==> config.mk <==
export PLATFORM = sky130hd
export DESIGN_NAME = exe_mem_skid_reg_flat
export DESIGN_NICKNAME = d
export VERILOG_FILES = /design/src/rtl/exe_mem_skid_reg_if.sv /design/src/rtl/exe_mem_skid_reg.sv /design/src/flat_wrapper.sv
export SDC_FILE = /design/constraint.sdc
export NUM_CORES = 1
export LEC_CHECK = 0
export ABC_AREA = 0
export BUFFER_PORTS_ARGS = -buffer_cell sky130_fd_sc_hd__clkbuf_2
export CORE_MARGIN = 1.5
export CORE_UTILIZATION = 59
export DETAILED_ROUTE_END_ITERATION = 16
export HOLD_SLACK_MARGIN = 0.06
export PLACE_DENSITY = 0.83
export SETUP_SLACK_MARGIN = 0.02
export SYNTH_ARGS = -nofsm -noshare
export SYNTH_HDL_FRONTEND = slang
export SYNTH_SLANG_ARGS = --single-unit
==> constraint.sdc <==
create_clock -name clk -period 3 [get_ports clk]
set_input_delay 0.45 -clock clk [delete_from_list [all_inputs] [get_ports clk]]
set_output_delay 0.45 -clock clk [all_outputs]
set_load 0.005 [all_outputs]
==> src/rtl/exe_mem_skid_reg_if.sv <==
// EXE->MEM boundary bus: EXE-side handshake and payload, MEM-side head entry, status flags.
interface exe_mem_skid_reg_if #(
   parameter int unsigned DW = 32,
   parameter int unsigned RW = 4
);
   logic          flush;
   logic          in_valid;
   logic          in_ready;
   logic [DW-1:0] alu_res;
   logic [3:0]    alu_sr;
   logic          s_upd;
   logic [DW-1:0] st_val;
   logic [RW-1:0] dest;
   logic          wb_en;
   logic          mem_r;
   logic          mem_w;
   logic          out_valid;
   logic          out_ready;
   logic [DW-1:0] res_o;
   logic [DW-1:0] st_val_o;
   logic [RW-1:0] dest_o;
   logic          wb_en_o;
   logic          mem_r_o;
   logic          mem_w_o;
   logic [3:0]    status;
   logic          c_flag;

   modport master (
      output flush, in_valid, alu_res, alu_sr, s_upd, st_val, dest, wb_en, mem_r, mem_w,
             out_ready,
      input  in_ready, out_valid, res_o, st_val_o, dest_o, wb_en_o, mem_r_o, mem_w_o,
             status, c_flag
   );

   modport slave (
      input  flush, in_valid, alu_res, alu_sr, s_upd, st_val, dest, wb_en, mem_r, mem_w,
             out_ready,
      output in_ready, out_valid, res_o, st_val_o, dest_o, wb_en_o, mem_r_o, mem_w_o,
             status, c_flag
   );
endinterface

==> src/rtl/exe_mem_skid_reg.sv <==
// EXE->MEM pipeline register with a 2-entry skid buffer and the architectural {Z,C,N,V} status.
module exe_mem_skid_reg #(
   parameter int unsigned DW = 32,
   parameter int unsigned RW = 4
) (
   input  logic                clk,
   input  logic                rst_n,
   exe_mem_skid_reg_if.slave   bus
);

   logic          r_head_valid;
   logic [DW-1:0] r_head_res;
   logic [DW-1:0] r_head_st;
   logic [RW-1:0] r_head_dest;
   logic          r_head_wb;
   logic          r_head_mr;
   logic          r_head_mw;

   logic          r_skid_valid;
   logic [DW-1:0] r_skid_res;
   logic [DW-1:0] r_skid_st;
   logic [RW-1:0] r_skid_dest;
   logic          r_skid_wb;
   logic          r_skid_mr;
   logic          r_skid_mw;

   logic [3:0]    r_status;

   logic          w_fire_in;
   logic          w_fire_out;
   logic          w_head_load;

   // Ready depends only on the skid flop, so no ready path runs from MEM back to EXE.
   assign w_fire_in   = bus.in_valid & ~r_skid_valid;
   assign w_fire_out  = r_head_valid & bus.out_ready;
   assign w_head_load = ~r_head_valid | (w_fire_out & ~r_skid_valid);

   always_ff @(posedge clk or negedge rst_n) begin
      if (!rst_n) begin
         r_head_valid <= 1'b0;
         r_head_res   <= '0;
         r_head_st    <= '0;
         r_head_dest  <= '0;
         r_head_wb    <= 1'b0;
         r_head_mr    <= 1'b0;
         r_head_mw    <= 1'b0;
         r_skid_valid <= 1'b0;
         r_skid_res   <= '0;
         r_skid_st    <= '0;
         r_skid_dest  <= '0;
         r_skid_wb    <= 1'b0;
         r_skid_mr    <= 1'b0;
         r_skid_mw    <= 1'b0;
      end else if (bus.flush) begin
         r_head_valid <= 1'b0;
         r_skid_valid <= 1'b0;
      end else if (w_head_load) begin
         r_head_valid <= w_fire_in;
         if (w_fire_in) begin
            r_head_res  <= bus.alu_res;
            r_head_st   <= bus.st_val;
            r_head_dest <= bus.dest;
            r_head_wb   <= bus.wb_en;
            r_head_mr   <= bus.mem_r;
            r_head_mw   <= bus.mem_w;
         end
      end else if (w_fire_out) begin
         // Skid is full here, so in_ready is low and no input competes with the promotion.
         r_head_valid <= 1'b1;
         r_head_res   <= r_skid_res;
         r_head_st    <= r_skid_st;
         r_head_dest  <= r_skid_dest;
         r_head_wb    <= r_skid_wb;
         r_head_mr    <= r_skid_mr;
         r_head_mw    <= r_skid_mw;
         r_skid_valid <= 1'b0;
      end else if (w_fire_in) begin
         r_skid_valid <= 1'b1;
         r_skid_res   <= bus.alu_res;
         r_skid_st    <= bus.st_val;
         r_skid_dest  <= bus.dest;
         r_skid_wb    <= bus.wb_en;
         r_skid_mr    <= bus.mem_r;
         r_skid_mw    <= bus.mem_w;
      end
   end

   // Flags commit at EXE acceptance so the next condition check is not delayed by MEM stalls.
   always_ff @(posedge clk or negedge rst_n) begin
      if (!rst_n) begin
         r_status <= '0;
      end else if (w_fire_in && bus.s_upd && !bus.flush) begin
         r_status <= bus.alu_sr;
      end
   end

   assign bus.in_ready  = ~r_skid_valid;
   assign bus.out_valid = r_head_valid;
   assign bus.res_o     = r_head_res;
   assign bus.st_val_o  = r_head_st;
   assign bus.dest_o    = r_head_dest;
   assign bus.wb_en_o   = r_head_wb & r_head_valid;
   assign bus.mem_r_o   = r_head_mr & r_head_valid;
   assign bus.mem_w_o   = r_head_mw & r_head_valid;
   assign bus.status    = r_status;
   assign bus.c_flag    = r_status[2];

endmodule
==> src/flat_wrapper.sv <==
// flat-port wrapper written by rule: the top's interface ports become plain ports
module exe_mem_skid_reg_flat 
#(
   parameter int unsigned DW = 32,
   parameter int unsigned RW = 4
)
  (clk, rst_n, bus_flush, bus_in_valid, bus_alu_res, bus_alu_sr, bus_s_upd, bus_st_val, bus_dest, bus_wb_en, bus_mem_r, bus_mem_w, bus_out_ready, bus_in_ready, bus_out_valid, bus_res_o, bus_st_val_o, bus_dest_o, bus_wb_en_o, bus_mem_r_o, bus_mem_w_o, bus_status, bus_c_flag);
  exe_mem_skid_reg_if #(.DW(DW), .RW(RW)) bus_i ();
  input  logic clk;
  input  logic rst_n;
  input wire logic [$bits(bus_i.flush)-1:0] bus_flush;
  input wire logic [$bits(bus_i.in_valid)-1:0] bus_in_valid;
  input wire logic [$bits(bus_i.alu_res)-1:0] bus_alu_res;
  input wire logic [$bits(bus_i.alu_sr)-1:0] bus_alu_sr;
  input wire logic [$bits(bus_i.s_upd)-1:0] bus_s_upd;
  input wire logic [$bits(bus_i.st_val)-1:0] bus_st_val;
  input wire logic [$bits(bus_i.dest)-1:0] bus_dest;
  input wire logic [$bits(bus_i.wb_en)-1:0] bus_wb_en;
  input wire logic [$bits(bus_i.mem_r)-1:0] bus_mem_r;
  input wire logic [$bits(bus_i.mem_w)-1:0] bus_mem_w;
  input wire logic [$bits(bus_i.out_ready)-1:0] bus_out_ready;
  output wire logic [$bits(bus_i.in_ready)-1:0] bus_in_ready;
  output wire logic [$bits(bus_i.out_valid)-1:0] bus_out_valid;
  output wire logic [$bits(bus_i.res_o)-1:0] bus_res_o;
  output wire logic [$bits(bus_i.st_val_o)-1:0] bus_st_val_o;
  output wire logic [$bits(bus_i.dest_o)-1:0] bus_dest_o;
  output wire logic [$bits(bus_i.wb_en_o)-1:0] bus_wb_en_o;
  output wire logic [$bits(bus_i.mem_r_o)-1:0] bus_mem_r_o;
  output wire logic [$bits(bus_i.mem_w_o)-1:0] bus_mem_w_o;
  output wire logic [$bits(bus_i.status)-1:0] bus_status;
  output wire logic [$bits(bus_i.c_flag)-1:0] bus_c_flag;
  assign bus_i.flush = bus_flush;
  assign bus_i.in_valid = bus_in_valid;
  assign bus_i.alu_res = bus_alu_res;
  assign bus_i.alu_sr = bus_alu_sr;
  assign bus_i.s_upd = bus_s_upd;
  assign bus_i.st_val = bus_st_val;
  assign bus_i.dest = bus_dest;
  assign bus_i.wb_en = bus_wb_en;
  assign bus_i.mem_r = bus_mem_r;
  assign bus_i.mem_w = bus_mem_w;
  assign bus_i.out_ready = bus_out_ready;
  assign bus_in_ready = bus_i.in_ready;
  assign bus_out_valid = bus_i.out_valid;
  assign bus_res_o = bus_i.res_o;
  assign bus_st_val_o = bus_i.st_val_o;
  assign bus_dest_o = bus_i.dest_o;
  assign bus_wb_en_o = bus_i.wb_en_o;
  assign bus_mem_r_o = bus_i.mem_r_o;
  assign bus_mem_w_o = bus_i.mem_w_o;
  assign bus_status = bus_i.status;
  assign bus_c_flag = bus_i.c_flag;
  exe_mem_skid_reg #(.DW(DW), .RW(RW)) u_core (.clk(clk), .rst_n(rst_n), .bus(bus_i));
endmodule
==> After elaboration in Yosys (flattened, before gate mapping) <==
Cells that the tools add are included.
{ "word_totals": {"reg_bits": 148, "inputBits": 81, "word_cells": 63} }
{ "classes": {"eq_ne": 2, "n_mux": 25, "bitwise": 12, "n_reduce_logical": 9} }
{ "ops": {"columns": ["cell", "n"], "rows": [
  ["$mux W32", 6],
  ["$mux W1", 16],
  ["$mux W4", 3],
  ["$and A1 B1 Y1", 6],
  ["$reduce_bool A3 Y1", 2],
  ["$not A1 Y1", 5],
  ["$reduce_and A4 Y1", 1],
  ["$reduce_and A3 Y1", 1],
  ["$logic_and A1 B1 Y1", 2],
  ["$ne A2 B1 Y1 const B", 1],
  ["$ne A2 B2 Y1 const B", 1],
  ["$reduce_and A2 Y1", 1],
  ["$reduce_bool A2 Y1", 1],
  ["$logic_not A1 Y1", 1],
  ["$or A1 B1 Y1", 1]
]} }

==> Longest topological paths before layout <==
Gate-level depths: netlist (run 1).
{ "logic_depth": {"word_depth": 6, "depth_mapped": 7, "ltp_nobuf": 3} }

==> Worst setup path after synthesis (run 1) <==
Ideal clock, no wire load.
{ "synth_timing": {"kind": "input-to-reg", "startpoint": "input port bus_out_ready", "endpoint": "register u_core.r_skid_dest[0]", "setup_time_ps": 125, "arrival_time_ps": 1609, "required_ps": 2875, "slack_ps": 1266, "path_stages": 6, "path_buffers": 3, "path_cell_list": "nand2b_4 > buf_6 > or3_1 > buf_6 > buf_12 > mux2_4"} }
{ "synth_between": {"elab_chain_cells": 5, "word_cells_on_any_way": 6, "cone_classes": "5 x bitwise; 1 x reduce/logical"} }
{ "synth_lines": {"columns": ["element", "line_no", "source"], "rows": [
  ["start, declared", "flat_wrapper.sv:21", "input wire logic [$bits(bus_i.out_ready)-1:0] bus_out_ready;"],
  ["$and A1 B1 Y1 *", "exe_mem_skid_reg.sv:35", "assign w_fire_out = r_head_valid & bus.out_ready;"],
  ["$and A1 B1 Y1", "exe_mem_skid_reg.sv:36", "assign w_head_load = ~r_head_valid | (w_fire_out & ~r_skid_valid);"],
  ["$or A1 B1 Y1", "exe_mem_skid_reg.sv:36", null],
  ["$not A1 Y1 (no source line)", null, null],
  ["$reduce_and A4 Y1 (no source line) *", null, null],
  ["end signal, assigned", "exe_mem_skid_reg.sv:81", "r_skid_dest <= bus.dest;"],
  ["end, declared", "exe_mem_skid_reg.sv:22", "logic [RW-1:0] r_skid_dest;"]
]} }
Every way passes the cells marked *; elsewhere a longest branch is shown, timed or not.
A chain may end at the register's enable or synchronous reset.

==> Final worst setup path (run 1) <==
{ "layout_timing": {"startpoint": "register u_core.r_head_valid (netlist: u_core.bus.out_valid)", "endpoint": "register u_core.r_head_res[17] (netlist: u_core.bus.res_o[17])"} }
{ "layout_between": {"elab_chain_cells": 5, "word_cells_on_any_way": 8, "cone_classes": "1 x eq/ne; 1 x mux; 4 x bitwise; 2 x reduce/logical"} }
{ "layout_lines": {"columns": ["element", "line_no", "source"], "rows": [
  ["start, declared", "exe_mem_skid_reg.sv:11", "logic r_head_valid;"],
  ["start signal, assigned", "exe_mem_skid_reg.sv:58", "r_head_valid <= w_fire_in;"],
  ["$and A1 B1 Y1", "exe_mem_skid_reg.sv:35", null],
  ["$and A1 B1 Y1", "exe_mem_skid_reg.sv:36", null],
  ["$or A1 B1 Y1", "exe_mem_skid_reg.sv:36", null],
  ["$ne A2 B1 Y1 (no source line) / $reduce_bool A2 Y1 (equally long branches)", null, null],
  ["$reduce_and A3 Y1 (no source line)", null, null],
  ["end signal, assigned", "exe_mem_skid_reg.sv:60", "r_head_res <= bus.alu_res;"],
  ["end signal, assigned", "exe_mem_skid_reg.sv:70", "r_head_res <= r_skid_res;"],
  ["end, declared", "exe_mem_skid_reg.sv:12", "logic [DW-1:0] r_head_res;"]
]} }
Parallel ways exist; a longest one is shown, timed or not.

==> results.sh, run 1 <==
export IMPL_cts_root_buffer="clkbuf_16"
export IMPL_placementRows=39
export IMPL_grtUsageMet3=0.0873
export IMPL_min_period_ns=2.45
export IMPL_ff2ff_path_depth=5
export IMPL_die_area_um2=12700
export IMPL_postCtsSetupRepairBufs=0
export IMPL_crit_fanout=72
export IMPL_use_met2=0.479
export IMPL_drt_initial_drc_count=724
export IMPL_die_w_um=113
export IMPL_synth_area_top_cells="dfrtp_1 (52%), mux2_4 (15%), a31oi_1 (12%)"
export IMPL_first_global_vias=5824
export IMPL_finalHoldViolations=0
export IMPL_critPathArrivalTime_ns=2.72
export IMPL_cp_start_kind="register"
export IMPL_die_y_um=113
export IMPL_outcome="finished clean"
export IMPL_avgRoutedWirePerCell_um=21.3
export IMPL_tns_ns=0
export IMPL_r2r_setup_slack_ns=0.55
export IMPL_yosysMostFrequentCell="dfrtp_1"
export IMPL_synthTopCellsByCount="dfrtp_1 (148), a31oi_1 (142), nand3b_1 (71), o21ai_0 (71), mux2_4 (70)"
export IMPL_drive_above_1_share=0.379
export IMPL_leakagePower_nw=3.86
export IMPL_overflow=0
export IMPL_synth_ff_type="dfrtp_1"
export IMPL_synth_nets=677
export IMPL_drv_cap=0
export IMPL_synth_top_area_frac=0.520
export IMPL_cp_required_ns=3.27
export IMPL_criticalPathCategory="reg2reg"
export IMPL_setup_violations_final=0
export IMPL_final_instance_count_excl_fill=868
export IMPL_max_freq_mhz=408
export IMPL_gp_congestion=0.776
export IMPL_peakVddDrop_mv=0.521
export IMPL_cts_made_buffers=17
export IMPL_timing_rr_start="u_core.bus.out_valid$_DFFE_PN0P_"
export IMPL_grt_pass1_wl_um=29600
export IMPL_avgSynthCellArea_um2=11.9
export IMPL_synthToLayoutAreaGrowth_pct=18.2
export IMPL_core_um2=11600
export IMPL_ios=159
export IMPL_synth_edf_count=0
export IMPL_ys_warn_count=0
export IMPL_crit_start="u_core.bus.out_valid$_DFFE_PN0P_"
export IMPL_clk_latency_ns=0.42
export IMPL_power_density_nw_per_um2=736
export IMPL_avgViaCountPerCell=6.57
export IMPL_ys_seq_area_frac=0.520
export IMPL_worst_pin_slew_ns=1.16
export IMPL_fin_worst_skew_ns=0.00556
export IMPL_diodes=0
export IMPL_dr_total_vias=5701
export IMPL_cts_sinks=148
export IMPL_synth_cell_types=24
export IMPL_start_util=0.613
export IMPL_gr_usage_met1=0.383
export IMPL_ant_nets=0
export IMPL_yosysTopAreaCell="dfrtp_1"
export IMPL_drc_errors=0
export IMPL_routed_wl_um=18500
export IMPL_fin_ws_ns=0.551
export IMPL_rsz0062_at_grt="false"
export IMPL_grt_start_max_net_pins=144
export IMPL_cts_tree="done"
export IMPL_h_tree_depth=4
export IMPL_r2r_end="u_core.bus.res_o[17]$_DFFE_PN0P_"
export IMPL_synthCells=596
export IMPL_fillCellCount=806
export IMPL_pre_cts_ws_ns=0.532
export IMPL_synth_cell_area_um2=7120
export IMPL_nets=794
export IMPL_holdCritPathClass="in2reg"
export IMPL_synth_seq_cells=148
export IMPL_ctsResizeCount=0
export IMPL_crit_path_end_kind="register"
export IMPL_slew_headroom=0.225
export IMPL_async_flop_share=1.00
export IMPL_holdBufCountCts=1
export IMPL_grt_usage=0.300
export IMPL_fin_hold_ws_ns=0.248
export IMPL_power_mw=6.19
export IMPL_crit_end="u_core.bus.res_o[17]$_DFFE_PN0P_"
export IMPL_grt_busiest_layer="met2"
export IMPL_antenna_found_initial=0
export IMPL_cts_buffer_depth=2
export IMPL_period_share=0.816
export IMPL_portBuffers=158
export IMPL_cts_clk_slew_worst_paths_ns=0.06
export IMPL_firstDrtPassIters=5
export IMPL_finalMaxSlewViolations=0
export IMPL_dp_cells=836
export IMPL_dp_hpwl_um=10600
[registers in the layout, summed over array words and instances (netlist names), 4 cells and up]
name                 count
u_core.bus.status        4
u_core.bus.dest_o        4
u_core.r_skid_st        32
u_core.r_skid_dest       4
u_core.bus.st_val_o     32
u_core.bus.res_o        32
u_core.r_skid_res       32
[metal layers]
layer  vias up  part of all wire
li1       2477                 -
met5         -                 0
met1      2898              0.40
met2       286              0.50
met3        40             0.072
met4         0             0.027
[worst min-delay path by stage]
stage,endpoint,depth (start not counted),startpoint
floorplan,u_core.bus.dest_o[0]$_DFFE_PN0P_,0,rst_n
global route,u_core.bus.status[2]$_DFFE_PN0P_,2,bus_alu_sr[2]
global placement,u_core.r_skid_dest[0]$_DFFE_PN0P_,1,rst_n
finish,u_core.bus.status[2]$_DFFE_PN0P_,2,bus_alu_sr[2]
detailed placement,u_core.r_skid_dest[0]$_DFFE_PN0P_,1,rst_n
CTS,u_core.bus.status[2]$_DFFE_PN0P_,2,bus_alu_sr[2]
[cell families (layout without fill, tap and decap cells)]
family	Yosys count	in the layout	share of synthesized area
AND/OR/NAND/NOR	81	81	0.0846
flip-flops	148	148	0.520
multiplexers	76	76	0.157
AO/OA/AOI/OAI	216	216	0.178
buffers and inverters	75	204	0.0605
[metrics by stage]
step | utilization | area, um2
final | 0.725 | 8420
after global routing | 0.725 | 8420
after CTS | 0.725 | 8420
after detailed placement | 0.672 | 7810
after global placement | 0.672 | 7810
after floorplan | - | 7120
[layout make-up]
cell class                 instances  area [um2]  share of cell area
clock inverter                     2        35.0             0.00416
clock buffer                      29         561              0.0666
multi-input combinational        373        3000               0.356
sequential                       148        3700               0.440
timing repair buffer             170         927               0.110
tap                              143         179              0.0213
inverter                           3        11.3             0.00134
[layout by cell type (no fill, tap or decap), types with 2 or more instances in the layout]
master	synthesis	layout
a31oi_1	142	142
and2_1	3	3
buf_12	7	3
buf_4	2	8
clkbuf_1	51	3
clkbuf_16	0	17
clkbuf_2	0	157
clkbuf_8	0	9
dfrtp_1	148	147
inv_2	0	2
mux2_1	5	5
mux2_4	70	70
nand3b_1	71	71
o21ai_0	71	71
[critical path, stage by stage (launching register included)]
cell,delay [ns]
dfrtp_2,0.51
nand2b_4,0.11
buf_4,0.64
and3_2,0.36
buf_4,0.46
a31oi_1,0.17
[power by group]
part           switching [mW]  leakage, nW  internal (mW)  total (mW)
Combinational           0.573         1.83          0.721        1.29
Sequential              0.312         1.73           2.48        2.79
Clock                   0.774        0.296           1.34        2.11
Total                    1.66         3.86           4.53        6.19
Note: power is estimated with default switching activity, not from simulation.
==> run 2, diff against run 1 <==
- ABC_AREA: 0 -> 1
- CORE_UTILIZATION: 59 -> 49
- PLACE_DENSITY: 0.83 -> 0.73
- clock period: 3 -> 2.25 ns (I/O delays scaled with it)
==> run 2 against run 1 <==
Critical path type is now reg2out. Synthesized cell count up 50%. Count of clock-buffer cells in the layout down 2. Core utilization down 12 points. Sequential cell count unchanged. Highest routed layer unchanged. Area after synthesis down 2.5%. Clock power up 19%. Power up 22%. Worst hold slack worse by 0.10 ns. Clock skew about the same.
==> results.sh, run 2 <==
export IMPL_outcome="finished clean"
export IMPL_avgViaCountPerCell=5.47
export IMPL_fin_hold_ws_ns=0.146
export IMPL_period_share=0.859
export IMPL_synth_nets=977
export IMPL_crit_family="buffers and inverters"
export IMPL_ys_seq_area_frac=0.534
export IMPL_synthToLayoutAreaGrowth_pct=21.2
export IMPL_most_common_layout_cells="nand2_1 (368), nand3_1 (288), clkbuf_2 (157)"
export IMPL_synth_xor_area_share=0
export IMPL_setup_violations_final=0
export IMPL_cts_made_buffers=17
export IMPL_avgRoutedWirePerCell_um=15.9
export IMPL_crit_fanout=49
export IMPL_yosysMostFrequentCell="nand2_1"
export IMPL_core_um2=13800
export IMPL_whs_path_depth=3
export IMPL_clk_latency_ns=0.42
export IMPL_overflow=0
export IMPL_synth_cell_types=16
export IMPL_slowest_stage="buf_4"
export IMPL_placementRows=43
export IMPL_yosys_area_share_adder=0
export IMPL_finalHoldViolations=0
export IMPL_ys_warn_count=0
export IMPL_drc_errors=0
export IMPL_grt_usage=0.275
export IMPL_synthTopCellsByCount="nand2_1 (372), nand3_1 (288), dfrtp_1 (148)"
export IMPL_slew_headroom=0.433
export IMPL_async_flop_share=1.00
export IMPL_rsz0062_at_grt="false"
export IMPL_start_util=0.502
export IMPL_power_mw=7.56
export IMPL_leakagePower_nw=4.79
export IMPL_avgSynthCellArea_um2=7.75
export IMPL_grtUsageMet3=0.0627
export IMPL_synth_ff_type="dfrtp_1"
export IMPL_cp_required_ns=1.91
export IMPL_dp_cells=1181
export IMPL_synth_area_top_cells="dfrtp_1 (53%), nand3_1 (21%), nand2_1 (20%)"
export IMPL_multi_input_area_um2=2910
export IMPL_synth_cell_area_um2=6940
export IMPL_synth_mux_area_frac=0
export IMPL_fin_worst_skew_ns=0.00550
export IMPL_ant_nets=0
export IMPL_cp_start_kind="register"
export IMPL_critPathArrivalTime_ns=1.60
export IMPL_yosys_area_share_simple=0.412
export IMPL_cts_sinks=148
export IMPL_fillCellCount=1310
export IMPL_worst_pin_slew_ns=0.851
export IMPL_final_common_cell="nand2_1"
export IMPL_cts_buffer_depth=2
export IMPL_drive_above_1_share=0.206
export IMPL_ios=159
export IMPL_postCtsSetupRepairBufs=0
export IMPL_path_buf_inv=3
export IMPL_pre_cts_ws_ns=0.424
export IMPL_crit_path_end_kind="output port"
export IMPL_drt_initial_drc_count=785
export IMPL_synth_seq_cells=148
export IMPL_ff2ff_path_depth=6
export IMPL_use_met2=0.411
export IMPL_dp_hpwl_um=11500
export IMPL_cts_clk_slew_worst_paths_ns=0.06
export IMPL_firstDrtPassIters=5
export IMPL_cts_tree="done"
export IMPL_cts_root_buffer="clkbuf_16"
export IMPL_gr_usage_met1=0.400
export IMPL_max_freq_mhz=517
export IMPL_synth_edf_count=0
export IMPL_grt_start_max_net_pins=77
export IMPL_antenna_found_initial=0
export IMPL_h_tree_depth=4
export IMPL_min_period_ns=1.93
export IMPL_final_instance_count_excl_fill=1213
export IMPL_path_cells="buf_4 > nand2_1 > inv_1 > clkbuf_2"
export IMPL_portBuffers=158
export IMPL_nets=1102
export IMPL_die_area_um2=14900
export IMPL_yosysTopAreaCell="dfrtp_1"
export IMPL_diodes=0
export IMPL_synth_top_family_by_area="simple AND/OR/NAND/NOR gates"
export IMPL_power_density_nw_per_um2=899
export IMPL_synth_compound_area_frac=0.00505
export IMPL_holdCritPathClass="in2reg"
export IMPL_synthCells=896
export IMPL_first_global_vias=6071
export IMPL_die_w_um=122
export IMPL_gp_congestion=0.768
export IMPL_synth_top_area_frac=0.534
export IMPL_routed_wl_um=19300
export IMPL_peakVddDrop_mv=0.574
export IMPL_drv_cap=0
export IMPL_grt_busiest_layer="met2"
export IMPL_criticalPathCategory="reg2out"
export IMPL_fin_ws_ns=0.317
export IMPL_tns_ns=0
export IMPL_finalMaxSlewViolations=0
export IMPL_register_area_um2=3700
export IMPL_die_y_um=122
export IMPL_dr_total_vias=6635
export IMPL_cp_depth=4
export IMPL_max_stage_delay_ns=0.48
export IMPL_grt_pass1_wl_um=31800
run 2: changes by cell type in the layout (fill, tap and decap cells not counted), sizes merged, moves of 10 or more:
cell | previous run | this run
mux2 | 76 | 0
a31oi | 142 | 1
nand2 | 0 | 373
buf | 12 | 22
nand3b | 71 | 0
nand3 | 0 | 288
o21ai | 71 | 0
run 2: tightest hold or removal path: cells and delay by family:
family	cells	cell delay, ns
simple gates	2	0.11
buf+inv	1	0.08
run 2: routing by layer:
layer / vias to the layer above / routed length [um]
met5: - / 0
met4: 0 / 165
met3: 14 / 1530
met2: 282 / 9050
met1: 3157 / 8600
li1: 3182 / -
run 2: logic make-up after synthesis:
group,Yosys count
simple gates,663
flops,148
buf+inv,81
compound gates,4
run 2: area by class of cell:
cell class / instances / share of cell area
flip-flops and latches: 148 / 0.440
clock buffers: 27 / 0.0586
well taps: 180 / 0.0268
multi-input cells: 667 / 0.346
inverters: 7 / 0.00312
clock inverters: 4 / 0.00283
repair buffers: 180 / 0.122
run 2: final timing paths:
path                       slack, ns                                 end                         startpoint
setup / recovery                0.32                         bus_mem_w_o   u_core.bus.out_valid$_DFFE_PN0P_
setup reg to reg                0.40    u_core.bus.res_o[21]$_DFFE_PN0P_    u_core.r_skid_valid$_DFFE_PN0P_
hold reg to reg                 0.47   u_core.r_skid_res[28]$_DFFE_PN0P_  u_core.r_skid_res[28]$_DFFE_PN0P_
max in group asynchronous       1.11  u_core.bus.st_val_o[3]$_DFFE_PN0P_                              rst_n
hold / removal                  0.15    u_core.bus.status[0]$_DFFE_PN0P_                      bus_alu_sr[0]
min in group asynchronous       0.46  u_core.bus.st_val_o[6]$_DFFE_PN0P_                              rst_n
run 2: through the flow:
step | area, um2 | util
6_report | 8410 | 0.608
3_3_place_gp | 7890 | 0.570
2_1_floorplan | 6940 | -
4_1_cts | 8410 | 0.608
5_1_grt | 8410 | 0.608
3_5_place_dp | 7890 | 0.570
run 2: power by group:
group / switching (mW) / total [mW] / internal, mW / leakage (nW)
Sequential: 0.331 / 3.58 / 3.25 / 1.87
Clock: 1.03 / 2.52 / 1.49 / 0.255
Combinational: 0.863 / 1.46 / 0.595 / 2.66
run 2: repair_timing:
action / CTS / global route
endpoints found under the setup margin: 0 / 0
endpoints found under the hold margin: 56 / 0
gates resized for setup: 0 / 0
hold buffers: 1 / 0
==> run 3, diff against run 2 <==
--- a/constraint.sdc
+++ b/constraint.sdc
@@ -3,2 +3,2 @@
 set_output_delay 0.3375 -clock clk [all_outputs]
-set_load 0.005 [all_outputs]
+set_load 0.02 [all_outputs]
==> run 3 against run 2 <==
Clock skew rose by 0.0048 ns. Largest power group unchanged. Worst setup slack improved by 0.016 ns. Core utilization rose by 0.29 points. Maximum frequency rose by 0.81%.
==> results.sh, run 3 (synthesized netlist as in run 2, its figures left out) <==
export IMPL_path_cells="buf_4 > nand2_1 > inv_1 > clkbuf_2"
export IMPL_period_share=0.852
export IMPL_path_buf_inv=3
export IMPL_rsz0062_at_grt="false"
export IMPL_slowest_stage="buf_4"
export IMPL_avgRoutedWirePerCell_um=15.8
export IMPL_core_um2=13800
export IMPL_max_freq_mhz=522
export IMPL_most_common_layout_cells="nand2_1 (368), nand3_1 (288), clkbuf_2 (157)"
export IMPL_firstDrtPassIters=9
export IMPL_finalMaxSlewViolations=0
export IMPL_first_global_vias=6265
export IMPL_ant_nets=0
export IMPL_nets=1104
export IMPL_die_w_um=122
export IMPL_peakVddDrop_mv=0.505
export IMPL_route_met2_wl_um=8740
export IMPL_portBuffers=158
export IMPL_clk_latency_ns=0.42
export IMPL_drv_cap=0
export IMPL_slew_headroom=0.602
export IMPL_place_area_um2=7860
export IMPL_grt_usage=0.273
export IMPL_cp_required_ns=1.91
export IMPL_cp_start_kind="register"
export IMPL_grt_start_max_net_pins=73
export IMPL_routed_wl_um=19200
export IMPL_fin_hold_ws_ns=0.145
export IMPL_crit_fanout=44
export IMPL_die_area_um2=14900
export IMPL_gp_congestion=0.821
export IMPL_criticalPathCategory="reg2out"
export IMPL_leakagePower_nw=4.82
export IMPL_power_mw=8.14
export IMPL_start_util=0.502
export IMPL_dp_hpwl_um=11700
export IMPL_ios=159
export IMPL_tns_ns=0
export IMPL_power_density_nw_per_um2=963
export IMPL_wl_met1_um=8610
export IMPL_holdCritPathClass="in2reg"
export IMPL_h_tree_depth=4
export IMPL_grt_pass1_wl_um=31600
export IMPL_cts_tree="done"
export IMPL_synthToLayoutAreaGrowth_pct=21.8
export IMPL_met3_length_um=1500
export IMPL_placementRows=43
export IMPL_final_common_cell="nand2_1"
export IMPL_avgViaCountPerCell=5.47
export IMPL_cts_sinks=148
export IMPL_outcome="finished clean"
export IMPL_worst_pin_slew_ns=0.597
export IMPL_drive_above_1_share=0.210
export IMPL_diodes=0
export IMPL_critPathArrivalTime_ns=1.58
export IMPL_crit_family="buffers and inverters"
export IMPL_overflow=0
export IMPL_cts_made_buffers=17
export IMPL_cts_root_buffer="clkbuf_16"
export IMPL_setup_violations_final=0
export IMPL_highest_layer="met4"
export IMPL_min_period_ns=1.92
export IMPL_crit_path_end_kind="output port"
export IMPL_antenna_found_initial=0
export IMPL_fin_worst_skew_ns=0.0103
export IMPL_cts_clk_slew_worst_paths_ns=0.06
export IMPL_finalHoldViolations=0
export IMPL_max_stage_delay_ns=0.45
export IMPL_drt_initial_drc_count=760
export IMPL_cts_buffer_depth=2
export IMPL_die_y_um=122
export IMPL_post_route_util=0.611
export IMPL_drc_errors=0
export IMPL_final_cell_area_um2=8450
export IMPL_dr_total_vias=6645
run 3: final cells by class:
| cell class | instances | area [um2] |
|---|---|---|
| fillers | 1248 | 5380 |
| clock inverters | 4 | 70.1 |
| multi-input cells | 667 | 2910 |
| inverters | 7 | 26.3 |
| well taps | 180 | 225 |
| flip-flops and latches | 148 | 3700 |
| repair buffers | 182 | 1000 |
| clock buffers | 26 | 509 |
run 3: metrics by stage:
step / setup slack, ns / cells
2_1_floorplan: 0.720 / 896
3_3_place_gp: 0.585 / 1183
3_5_place_dp: 0.556 / 1183
4_1_cts: 0.304 / 1214
5_1_grt: 0.261 / 1214
6_report: 0.333 / 1214
run 3: worst paths after layout:
path / start / endpoint / slack [ns] / cells after the start
min in group asynchronous: rst_n / u_core.bus.st_val_o[6]$_DFFE_PN0P_ / 0.40 / 2
worst min register to register: u_core.r_skid_res[24]$_DFFE_PN0P_ / u_core.r_skid_res[24]$_DFFE_PN0P_ / 0.47 / 2
max in group asynchronous: rst_n / u_core.r_skid_dest[0]$_DFFE_PN0P_ / 1.12 / 3
worst max-delay path: u_core.bus.out_valid$_DFFE_PN0P_ / bus_mem_w_o / 0.33 / 4
worst min-delay path: bus_alu_sr[0] / u_core.bus.status[0]$_DFFE_PN0P_ / 0.14 / 3
worst max register to register: u_core.r_skid_valid$_DFFE_PN0P_ / u_core.r_head_mw$_DFFE_PN0P_ / 0.55 / 6
run 3: report_power, final:
group          internal (mW)  leakage, nW  switching [mW]  total [mW]
Clock                   1.77        0.286            1.03        2.79
Combinational          0.593         2.66            1.17        1.76
Sequential              3.25         1.87           0.332        3.59
run 3: timing repair:
action                                 CTS  global route
hold buffers                             1             0
endpoints found under the hold margin   35             0
setup buffers                            0             0
resized for setup                        0             0
run 3: per-layer routing:
layer / vias to the layer above / GRT usage
met5: - / 0
met4: 0 / 0.110
met3: 29 / 0.0674
met2: 273 / 0.401
met1: 3156 / 0.387
li1: 3187 / -
run 3: worst reg2reg max path: cells and delay by family, from the launching register on:
family | cells | cell delay (ns)
buf+inv | 2 | 0.63
compound gates | 1 | 0.19
simple gates | 3 | 0.42
flops | 1 | 0.40
